File: config.mk
export PLATFORM = sky130hd
export DESIGN_NAME = mem_arb
export DESIGN_NICKNAME = d
export VERILOG_FILES = /design/src/rtl/sisc_pkg.sv /design/src/rtl/lat_cnt.sv /design/src/rtl/mem_arb.sv
export SDC_FILE = /design/constraint.sdc
export NUM_CORES = 1
export LEC_CHECK = 0
export CORE_ASPECT_RATIO = 1.5
export CORE_MARGIN = 4
export CORE_UTILIZATION = 38
export CTS_BUF_LIST = sky130_fd_sc_hd__clkbuf_8 sky130_fd_sc_hd__clkbuf_16
export DETAILED_ROUTE_END_ITERATION = 8
export PLACE_DENSITY = 0.75
export SYNTH_ARGS = -nofsm -noshare
export SYNTH_HDL_FRONTEND = slang
export SYNTH_SLANG_ARGS = --single-unit
File: constraint.sdc
create_clock -name clk -period 5.12 [get_ports clk]
set_clock_uncertainty 0.05 [all_clocks]
set_input_delay 1.024 -clock clk [delete_from_list [all_inputs] [get_ports clk]]
set_output_delay 1.024 -clock clk [all_outputs]
set_load 0.01 [all_outputs]
File: src/rtl/sisc_pkg.sv
// Shared definitions for the memory arbiter: FSM state encoding, requester
// IDs, starvation-guard limit and the arbitration helper.
package sisc_pkg;

  typedef enum logic [1:0] {
    ST_IDLE  = 2'd0,
    ST_GRANT = 2'd1,
    ST_WAIT  = 2'd2,
    ST_DONE  = 2'd3
  } arb_state_e;

  localparam logic REQ_FETCH = 1'b0;
  localparam logic REQ_DATA  = 1'b1;

  // Number of back-to-back data grants tolerated while a fetch is waiting.
  localparam logic [1:0] GUARD_LIMIT = 2'd2;

  localparam int STALL_W = 16;

  // Data wins unless a fetch is pending and has already been passed over
  // GUARD_LIMIT times in a row.
  function automatic logic pick_data(input logic       i_req,
                                     input logic       d_req,
                                     input logic [1:0] guard);
    return d_req && (!i_req || (guard < GUARD_LIMIT));
  endfunction

endpackage

File: src/rtl/lat_cnt.sv
// Memory latency counter: cleared by load_i, advances while count_i is high,
// tc_o flags that MEM_LAT-1 counts have elapsed since the last load.
module lat_cnt #(
  parameter int MEM_LAT = 2
) (
  input  logic clk,
  input  logic rst,
  input  logic load_i,
  input  logic count_i,
  output logic tc_o
);

  localparam logic [2:0] LAST = 3'(MEM_LAT - 1);

  logic [2:0] cnt_q, cnt_d;

  // Next count: load wins, otherwise advance and saturate at the top value.
  always_comb begin
    cnt_d = cnt_q;
    if (load_i) begin
      cnt_d = 3'd0;
    end else if (count_i && (cnt_q != 3'd7)) begin
      cnt_d = cnt_q + 3'd1;
    end
  end

  // Count register, cleared asynchronously.
  always_ff @(posedge clk or posedge rst) begin
    if (rst) begin
      cnt_q <= 3'd0;
    end else begin
      cnt_q <= cnt_d;
    end
  end

  assign tc_o = (cnt_q >= LAST);

endmodule

File: src/rtl/mem_arb.sv
// Two-requester arbiter (fetch, data) for a single fixed-latency memory port.
// Optional build macro MEM_ARB_STATS_EN adds the 16-bit stall_cnt output.
//
// Requester protocol: a requester raises req with its address/data and holds
// them level until its done pulse. The arbiter samples requests only in IDLE;
// the winner sees gnt for one cycle (GRANT) and done for one cycle (DONE), and
// read data on rdata is valid only in that done cycle. A req dropped before gnt
// is forgotten; once granted, the access completes regardless of req.
module mem_arb
  import sisc_pkg::*;
#(
  parameter int ADDR_W  = 16,
  parameter int DATA_W  = 32,
  parameter int MEM_LAT = 2
) (
  input  logic              clk,
  input  logic              rst,
  input  logic              i_req,
  input  logic [ADDR_W-1:0] i_addr,
  input  logic              d_req,
  input  logic              d_we,
  input  logic [ADDR_W-1:0] d_addr,
  input  logic [DATA_W-1:0] d_wdata,
  output logic              i_gnt,
  output logic              d_gnt,
  output logic              i_done,
  output logic              d_done,
  output logic [DATA_W-1:0] rdata,
  output logic              mem_en,
  output logic              mem_we,
  output logic [ADDR_W-1:0] mem_addr,
  output logic [DATA_W-1:0] mem_wdata,
  input  logic [DATA_W-1:0] mem_rdata,
  output arb_state_e        dbg_state,
  output logic              busy
`ifdef MEM_ARB_STATS_EN
  , output logic [STALL_W-1:0] stall_cnt
`endif
);

  arb_state_e        state_q, state_d;
  logic              owner_q, owner_d;
  logic [1:0]        guard_q, guard_d;
  logic [ADDR_W-1:0] addr_q, addr_d;
  logic              we_q, we_d;
  logic [DATA_W-1:0] wdata_q, wdata_d;
  logic [DATA_W-1:0] rdata_q, rdata_d;
  logic              win_data;
  logic              lat_tc;

  assign win_data = pick_data(i_req, d_req, guard_q);

  lat_cnt #(
    .MEM_LAT (MEM_LAT)
  ) u_lat_cnt (
    .clk     (clk),
    .rst     (rst),
    .load_i  (state_q == ST_IDLE),
    .count_i ((state_q == ST_GRANT) || (state_q == ST_WAIT)),
    .tc_o    (lat_tc)
  );

  // Next-state, access capture and output decode.
  always_comb begin
    state_d = state_q;
    owner_d = owner_q;
    guard_d = guard_q;
    addr_d  = addr_q;
    we_d    = we_q;
    wdata_d = wdata_q;
    rdata_d = rdata_q;
    i_gnt   = 1'b0;
    d_gnt   = 1'b0;
    i_done  = 1'b0;
    d_done  = 1'b0;
    mem_en  = 1'b0;
    unique case (state_q)
      ST_IDLE: begin
        if (i_req || d_req) begin
          state_d = ST_GRANT;
          owner_d = win_data ? REQ_DATA : REQ_FETCH;
          addr_d  = win_data ? d_addr : i_addr;
          we_d    = win_data && d_we;
          wdata_d = win_data ? d_wdata : '0;
          // A data win can only happen below the limit, so this never wraps.
          guard_d = (win_data && i_req) ? (guard_q + 2'd1) : 2'd0;
        end
      end
      ST_GRANT: begin
        state_d = ST_WAIT;
        mem_en  = 1'b1;
        i_gnt   = (owner_q == REQ_FETCH);
        d_gnt   = (owner_q == REQ_DATA);
      end
      ST_WAIT: begin
        if (lat_tc) begin
          state_d = ST_DONE;
          if (!we_q) begin
            rdata_d = mem_rdata;
          end
        end
      end
      ST_DONE: begin
        state_d = ST_IDLE;
        i_done  = (owner_q == REQ_FETCH);
        d_done  = (owner_q == REQ_DATA);
      end
      default: begin
        state_d = ST_IDLE;
      end
    endcase
  end

  // State and access registers; reset abandons any access in flight.
  always_ff @(posedge clk or posedge rst) begin
    if (rst) begin
      state_q <= ST_IDLE;
      owner_q <= REQ_FETCH;
      guard_q <= 2'd0;
      addr_q  <= '0;
      we_q    <= 1'b0;
      wdata_q <= '0;
      rdata_q <= '0;
    end else begin
      state_q <= state_d;
      owner_q <= owner_d;
      guard_q <= guard_d;
      addr_q  <= addr_d;
      we_q    <= we_d;
      wdata_q <= wdata_d;
      rdata_q <= rdata_d;
    end
  end

  assign mem_addr  = addr_q;
  assign mem_we    = we_q;
  assign mem_wdata = wdata_q;
  assign rdata     = rdata_q;
  assign busy      = (state_q != ST_IDLE);
  assign dbg_state = state_q;

`ifdef MEM_ARB_STATS_EN
  logic [STALL_W-1:0] stall_q, stall_d;
  logic               i_served, d_served, stall_now;

  // A requester is served when it is being picked in IDLE or owns the access.
  always_comb begin
    i_served  = 1'b0;
    d_served  = 1'b0;
    stall_d   = stall_q;
    if (state_q == ST_IDLE) begin
      i_served = (i_req || d_req) && !win_data;
      d_served = win_data;
    end else begin
      i_served = (owner_q == REQ_FETCH);
      d_served = (owner_q == REQ_DATA);
    end
    stall_now = (i_req && !i_served) || (d_req && !d_served);
    if (stall_now && (stall_q != {STALL_W{1'b1}})) begin
      stall_d = stall_q + 1'b1;
    end
  end

  // Saturating stall counter.
  always_ff @(posedge clk or posedge rst) begin
    if (rst) begin
      stall_q <= '0;
    end else begin
      stall_q <= stall_d;
    end
  end

  assign stall_cnt = stall_q;
`endif

endmodule

==> qor.csv, run 1 <==
stage,metric,value,unit
outcome,outcome,"finished, final reports clean",
yosys,syn_avg_cell_area,14.5,µm²
floorplan,dieArea,11600,µm²
sta,fin_crit,2.89,ns
placement,io_buffers,189,
worst_setup_path,required,4.05,ns
routing,dr.pass1.iters,5,
sta,hold_slack,0.427,ns
grt,grt_pass1_vias,3034,
worst_setup_path,cp.arrival,1.82,ns
power,power.density,637,nW/µm²
final_layout,drive_gt1_share,12.9,%
worst_setup_path,end_kind,output port,
clock_network,cts_tree,built,
routing,totalWireLength,9.74,mm
final_layout,nets,553,
floorplan,start_util,38.9,%
clock_network,hold_buffers,0,
yosys,yosysWarningCount,0,
clock_network,cts_buffers,9,
worst_setup_path,worstPathMaxFanout,9,
routing,wire_per_inst,17.2,µm
yosys,synth_top_area_cell,dfrtp_1,
sta,fin_crit_sh,56.5,%
final_layout,final_cell_mix,"clkdlybuf4s50_1, dfrtp_1, a22o_1",
floorplan,die_y,130,µm
sta,slew_violations,0,
worst_setup_path,worstSetupPathType,reg2out,
power,p_leak,2.63,nW
yosys,synth_cell_types,27,
yosys,synth-seq-area-share,59.4,%
floorplan,die_w,89.1,µm
routing,vias,2757,
sta,clock.fmax,346,MHz
yosys,syn_inst,258,
power,ir_worst_vdd,0.359,mV
grt,grt_start_max_net_pins,50,
grt,antenna_found_initial,0,
floorplan,core_area,9630,µm²
placement,dp_hpwl,7.39,mm
floorplan,ioPinCount,190,
hold_path,min_path_type,reg2reg,
sta,rsz0062_at_grt,false,
routing,drt-initial-drc-count,66,
clock_network,htree_levels,3,
grt,globalRouteTotalUtil,16.9,%
clock_network,clk_path_buf_depth,2,
yosys,netlist.area_leader.share,59.4,%
sta,worstMarginPinSlew,1.22,ns
clock_network,insertion_delay,0.34,ns
power,power,3.80,mW
clock_network,clock-sinks,89,
routing,drc,0,
clock_network,post_cts_buffers,0,
clock_network,cts_root_buffer,clkbuf_16,
sta,setup_viol,0,
yosys,yosys-top-cells-area,"dfrtp_1, mux2_4, a22o_1",
yosys,synth_seq_cells,89,
routing,vias_per_cell,4.88,
sta,max_slew_margin,18.4,%
worst_setup_path,critPathLaunchType,register,
clock_network,cts.clk_slew.worst_paths,0.06,ns
final_layout,final_common_cell,clkdlybuf4s50_1,
clock_network,cts_resized,0,
sta,setup_tns,0,ns
yosys,syn_nets,366,
sta,finalHoldViolations,0,
floorplan,rows,44,
flow_run,maxCapViolations,0,
yosys,syn-cell-area,3750,µm²
grt,grt_remaining_overflow,0,
final_layout,antenna_cells,0,
grt,grt_first_pass_wirelength,14.8,mm
final_layout,synthToLayoutAreaGrowth,58.9,%
final_layout,post-route-util,61.8,%
placement,place_congestion,0.762,
routing,ant_nets,0,
[flip-flops by register name, summed over array words and instances, names as in the netlist]
signal,flops
u_lat_cnt.cnt_q,3
mem_addr,16
owner_q,1
mem_wdata,32
mem_we,1
guard_q,2
rdata,32
dbg_state,2
[path summary, 6_finish.rpt]
| check | start | endpoint | slack, ns | cells after the start |
|---|---|---|---|---|
| max in group asynchronous | rst | rdata[22] | 2.91 | 3 |
| min in group asynchronous | rst | mem_addr[2] | 1.09 | 2 |
| setup reg to reg | dbg_state[0] | mem_wdata[7] | 2.81 | 4 |
| hold / removal | mem_addr[11] | mem_addr[11] | 0.43 | 2 |
| hold reg to reg | mem_addr[11] | mem_addr[11] | 0.43 | 2 |
| setup / recovery | dbg_state[0] | busy | 2.23 | 4 |
[stage by stage]
stage,std cells,cell area [µm²],setup WS (ns)
6_report,565,5960,2.23
4_1_cts,565,5960,2.20
5_1_grt,565,5960,2.13
3_5_place_dp,549,5670,1.95
3_3_place_gp,549,5670,2.04
2_1_floorplan,258,3750,1.74
[metal layers]
metal  track usage (%)  vias to the layer above  wire [µm]
met4              6.66                        0        206
met1              19.9                     1317       3750
li1                  -                     1293          -
met2              28.8                      133       4970
met3              4.83                       14        802
met5                 0                        -          0
[synthesized netlist by cell type]
cell type  instances
and2_1             3
nor3b_4            1
o21ai_0           18
nor4_4             1
mux2_4            30
o21ai_1            1
inv_1              6
nand2_1           18
a21boi_2           1
buf_2              2
nand4b_1           1
nor2b_1            3
buf_4              4
a22oi_1            1
a22o_1            33
buf_6              3
a211oi_1           1
nor2_1             4
a21o_1             1
mux2_2             3
o22a_1             1
xnor2_1            1
clkbuf_1           5
buf_12             3
dfrtp_1           89
ha_1               7
mux2i_1           17
[logic make-up (layout without fill, tap and decap cells)]
family,after synthesis,after routing,share of synthesized area [%]
compound gates,57,57,11.4
xor+xnor,1,1,0.234
fa+ha+maj,7,7,2.34
buf+inv,23,215,4.67
flops,89,89,59.4
mux,50,50,17.5
simple gates,31,31,4.51
[worst max-delay path, cell delays in order (launching register included)]
cell	delay, ns
dfrtp_1	0.42
inv_1	0.10
ha_1	0.39
inv_1	0.08
clkdlybuf4s50_1	0.49
[where the power goes]
part / internal, mW / leakage (nW) / total (mW) / switching, mW
registers: 1.07 / 1.10 / 1.29 / 0.221
logic: 1.16 / 1.39 / 1.90 / 0.735
clock network: 0.342 / 0.138 / 0.611 / 0.268
[area by class of cell]
type                            count  area [µm²]
Fill cell                         768        3680
Clock inverter                      6        43.8
Timing Repair Buffer              193        1920
Tap cell                          115         144
Multi-Input combinational cell    146        1360
Sequential cell                    89        2230
Inverter                            6        23.8
Clock buffer                       10         239
(Power assumes the default switching activity.)
==> run 2, diff against run 1 <==
- clock period: 5.12 -> 2.96 ns (I/O delays scaled with it)
==> qor.csv, run 2 (synthesized netlist as in run 1, its figures left out) <==
stage,metric,value,unit,change
outcome,outcome,"finished, final reports clean",,
floorplan,dieArea,11600,µm²,unchanged
routing,drc,0,,unchanged
worst_setup_path,required,2.32,ns,-1.73 ns
sta,finalHoldViolations,0,,unchanged
routing,totalWireLength,10.1,mm,+3.7%
power,ir_worst_vdd,0.689,mV,+92%
sta,slew_violations,0,,unchanged
clock_network,post_cts_buffers,0,,unchanged
floorplan,start_util,38.9,%,unchanged
final_layout,nFillCells,753,,-2.0%
placement,placed_cell_area,5710,µm²,+0.71%
clock_network,insertion_delay,0.33,ns,about the same
clock_network,hold_buffers,0,,unchanged
routing,drt-initial-drc-count,49,,-26%
floorplan,die_w,89.1,µm,unchanged
sta,clock.fmax,410,MHz,
placement,io_buffers,189,,unchanged
final_layout,final-seq-area,2230,µm²,unchanged
power,p_clk_share,19.6,%,+3.5 points
floorplan,rows,44,,unchanged
hold_path,hold_depth,2,,unchanged
worst_setup_path,worstPathMaxFanout,9,,unchanged
routing,ant_nets,0,,unchanged
final_layout,design_area,6080,µm²,+2.0%
power,p_int,4.77,mW,+86%
sta,fin_crit_sh,82.5,%,
power,p_leak,2.69,nW,+2.2%
clock_network,clk_path_buf_depth,2,,unchanged
clock_network,htree_levels,3,,unchanged
sta,rsz0062_at_grt,false,,
clock_network,cts_resized,0,,unchanged
grt,grt_first_pass_wirelength,15.4,mm,+4.1%
clock_network,cts_buffers,9,,unchanged
routing,vias_per_cell,4.89,,+0.23%
power,p_seq_share,32.4,%,-1.5 points
sta,setup_tns,0,ns,unchanged
grt,grt_remaining_overflow,0,,unchanged
worst_setup_path,worstSetupPathType,reg2out,,
flow_run,maxCapViolations,0,,unchanged
power,pwr-share-comb,48.0,%,-2.0 points
grt,grt_pass1_vias,3079,,+1.5%
placement,dp_hpwl,7.49,mm,+1.4%
clock_network,cts.clk_slew.worst_paths,0.06,ns,about the same
routing,vias,2773,,+0.58%
clock_network,cts_root_buffer,clkbuf_16,,
floorplan,die_y,130,µm,unchanged
grt,antenna_found_initial,0,,unchanged
worst_setup_path,reg2reg_slack,0.92,ns,-1.89 ns
sta,fin_crit,2.44,ns,
worst_setup_path,reg2reg_depth,6,,+2
routing,dr.pass1.iters,4,,-1
sta,setup_viol,0,,unchanged
worst_setup_path,end_kind,output port,,
power,power.density,1140,nW/µm²,+78%
grt,grt_start_max_net_pins,45,,-10%
routing,wire_per_inst,17.8,µm,+3.4%
clock_network,clock-sinks,89,,unchanged
sta,max_slew_margin,60.6,%,+42 points
final_layout,final_cell_mix,"clkdlybuf4s50_1, dfrtp_1, a22o_1",,
final_layout,final_common_cell,clkdlybuf4s50_1,,
worst_setup_path,cp.arrival,1.80,ns,-0.02 ns
worst_setup_path,critPathLaunchType,register,,
final_layout,antenna_cells,0,,unchanged
final_layout,multiInputGateArea,1360,µm²,unchanged
clock_network,cts_tree,built,,
final_layout,synthToLayoutAreaGrowth,62.1,%,
floorplan,ioPinCount,190,,unchanged
power,power.share.switching,30.8,%,-1.4 points
floorplan,core_area,9630,µm²,unchanged
final_layout,nets,555,,+0.36%
hold_path,min_path_type,reg2reg,,
final_layout,drive_gt1_share,13.3,%,+0.39 points
grt,globalRouteTotalUtil,17.5,%,+0.59 points
placement,place_congestion,0.741,,-2.7%
sta,worstMarginPinSlew,0.591,ns,-0.633 ns
power,power.switching,2.13,mW,+74%
## run 2: cell types whose count changed in the layout (fill, tap and decap cells not counted)
cell       previous run  this run
buf_12                0         2
bufinv_16             0         3
clkbuf_8              1         3
clkinv_2              3         1
clkinv_4              3         0
## run 2: power by group through the flow
stage	Combinational, mW	Clock [mW]	Sequential [mW]
finish	3.31	1.35	2.24
global route	3.55	1.43	2.32
CTS	3.36	1.39	2.24
detailed placement	3.36	0	2.24
global placement	3.27	0	2.22
floorplan	1.51	0	2.47
## run 2: area by class of cell
cell class	instances	share of cell area [%]
Inverter	6	0.391
Clock inverter	4	1.61
Clock buffer	12	4.38
Sequential cell	89	36.6
Timing Repair Buffer	195	32.3
Tap cell	115	2.37
Multi-Input combinational cell	146	22.3
## run 2: worst max-delay path, cell delays in order (launching register included)
cell             delay (ns)
dfrtp_1                0.42
inv_1                  0.10
ha_1                   0.38
inv_1                  0.08
clkdlybuf4s50_1        0.49
## run 2: per-layer routing
layer | share of wire, % | wire, µm | vias up | global-route usage [%]
met2 | 51 | 5180 | 126 | 29.5
met4 | 1.7 | 175 | 0 | 6.40
met1 | 39 | 3920 | 1344 | 20.8
met5 | 0 | 0 | - | 0
met3 | 8.1 | 821 | 12 | 5.47
li1 | - | - | 1291 | -
## run 2: final timing paths
| check | startpoint | endpoint |
|---|---|---|
| max | dbg_state[0] | busy |
| min reg2reg | mem_addr[6] | mem_addr[6] |
| min in group asynchronous | rst | rdata[3] |
| min | mem_addr[6] | mem_addr[6] |
| max reg2reg | u_lat_cnt.cnt_q[1] | rdata[30] |
| max in group asynchronous | rst | rdata[17] |
## run 2: metrics by stage
stage	utilization [%]	std cells	setup WS (ns)	hold WS, ns	power (mW)
floorplan	-	258	0.0111	0.407	3.98
global placement	59.3	551	0.593	0.414	5.49
detailed placement	59.3	551	0.528	0.424	5.59
CTS	63.1	567	0.487	0.438	6.99
global route	63.1	567	0.376	0.459	7.30
finish	63.1	567	0.519	0.435	6.90
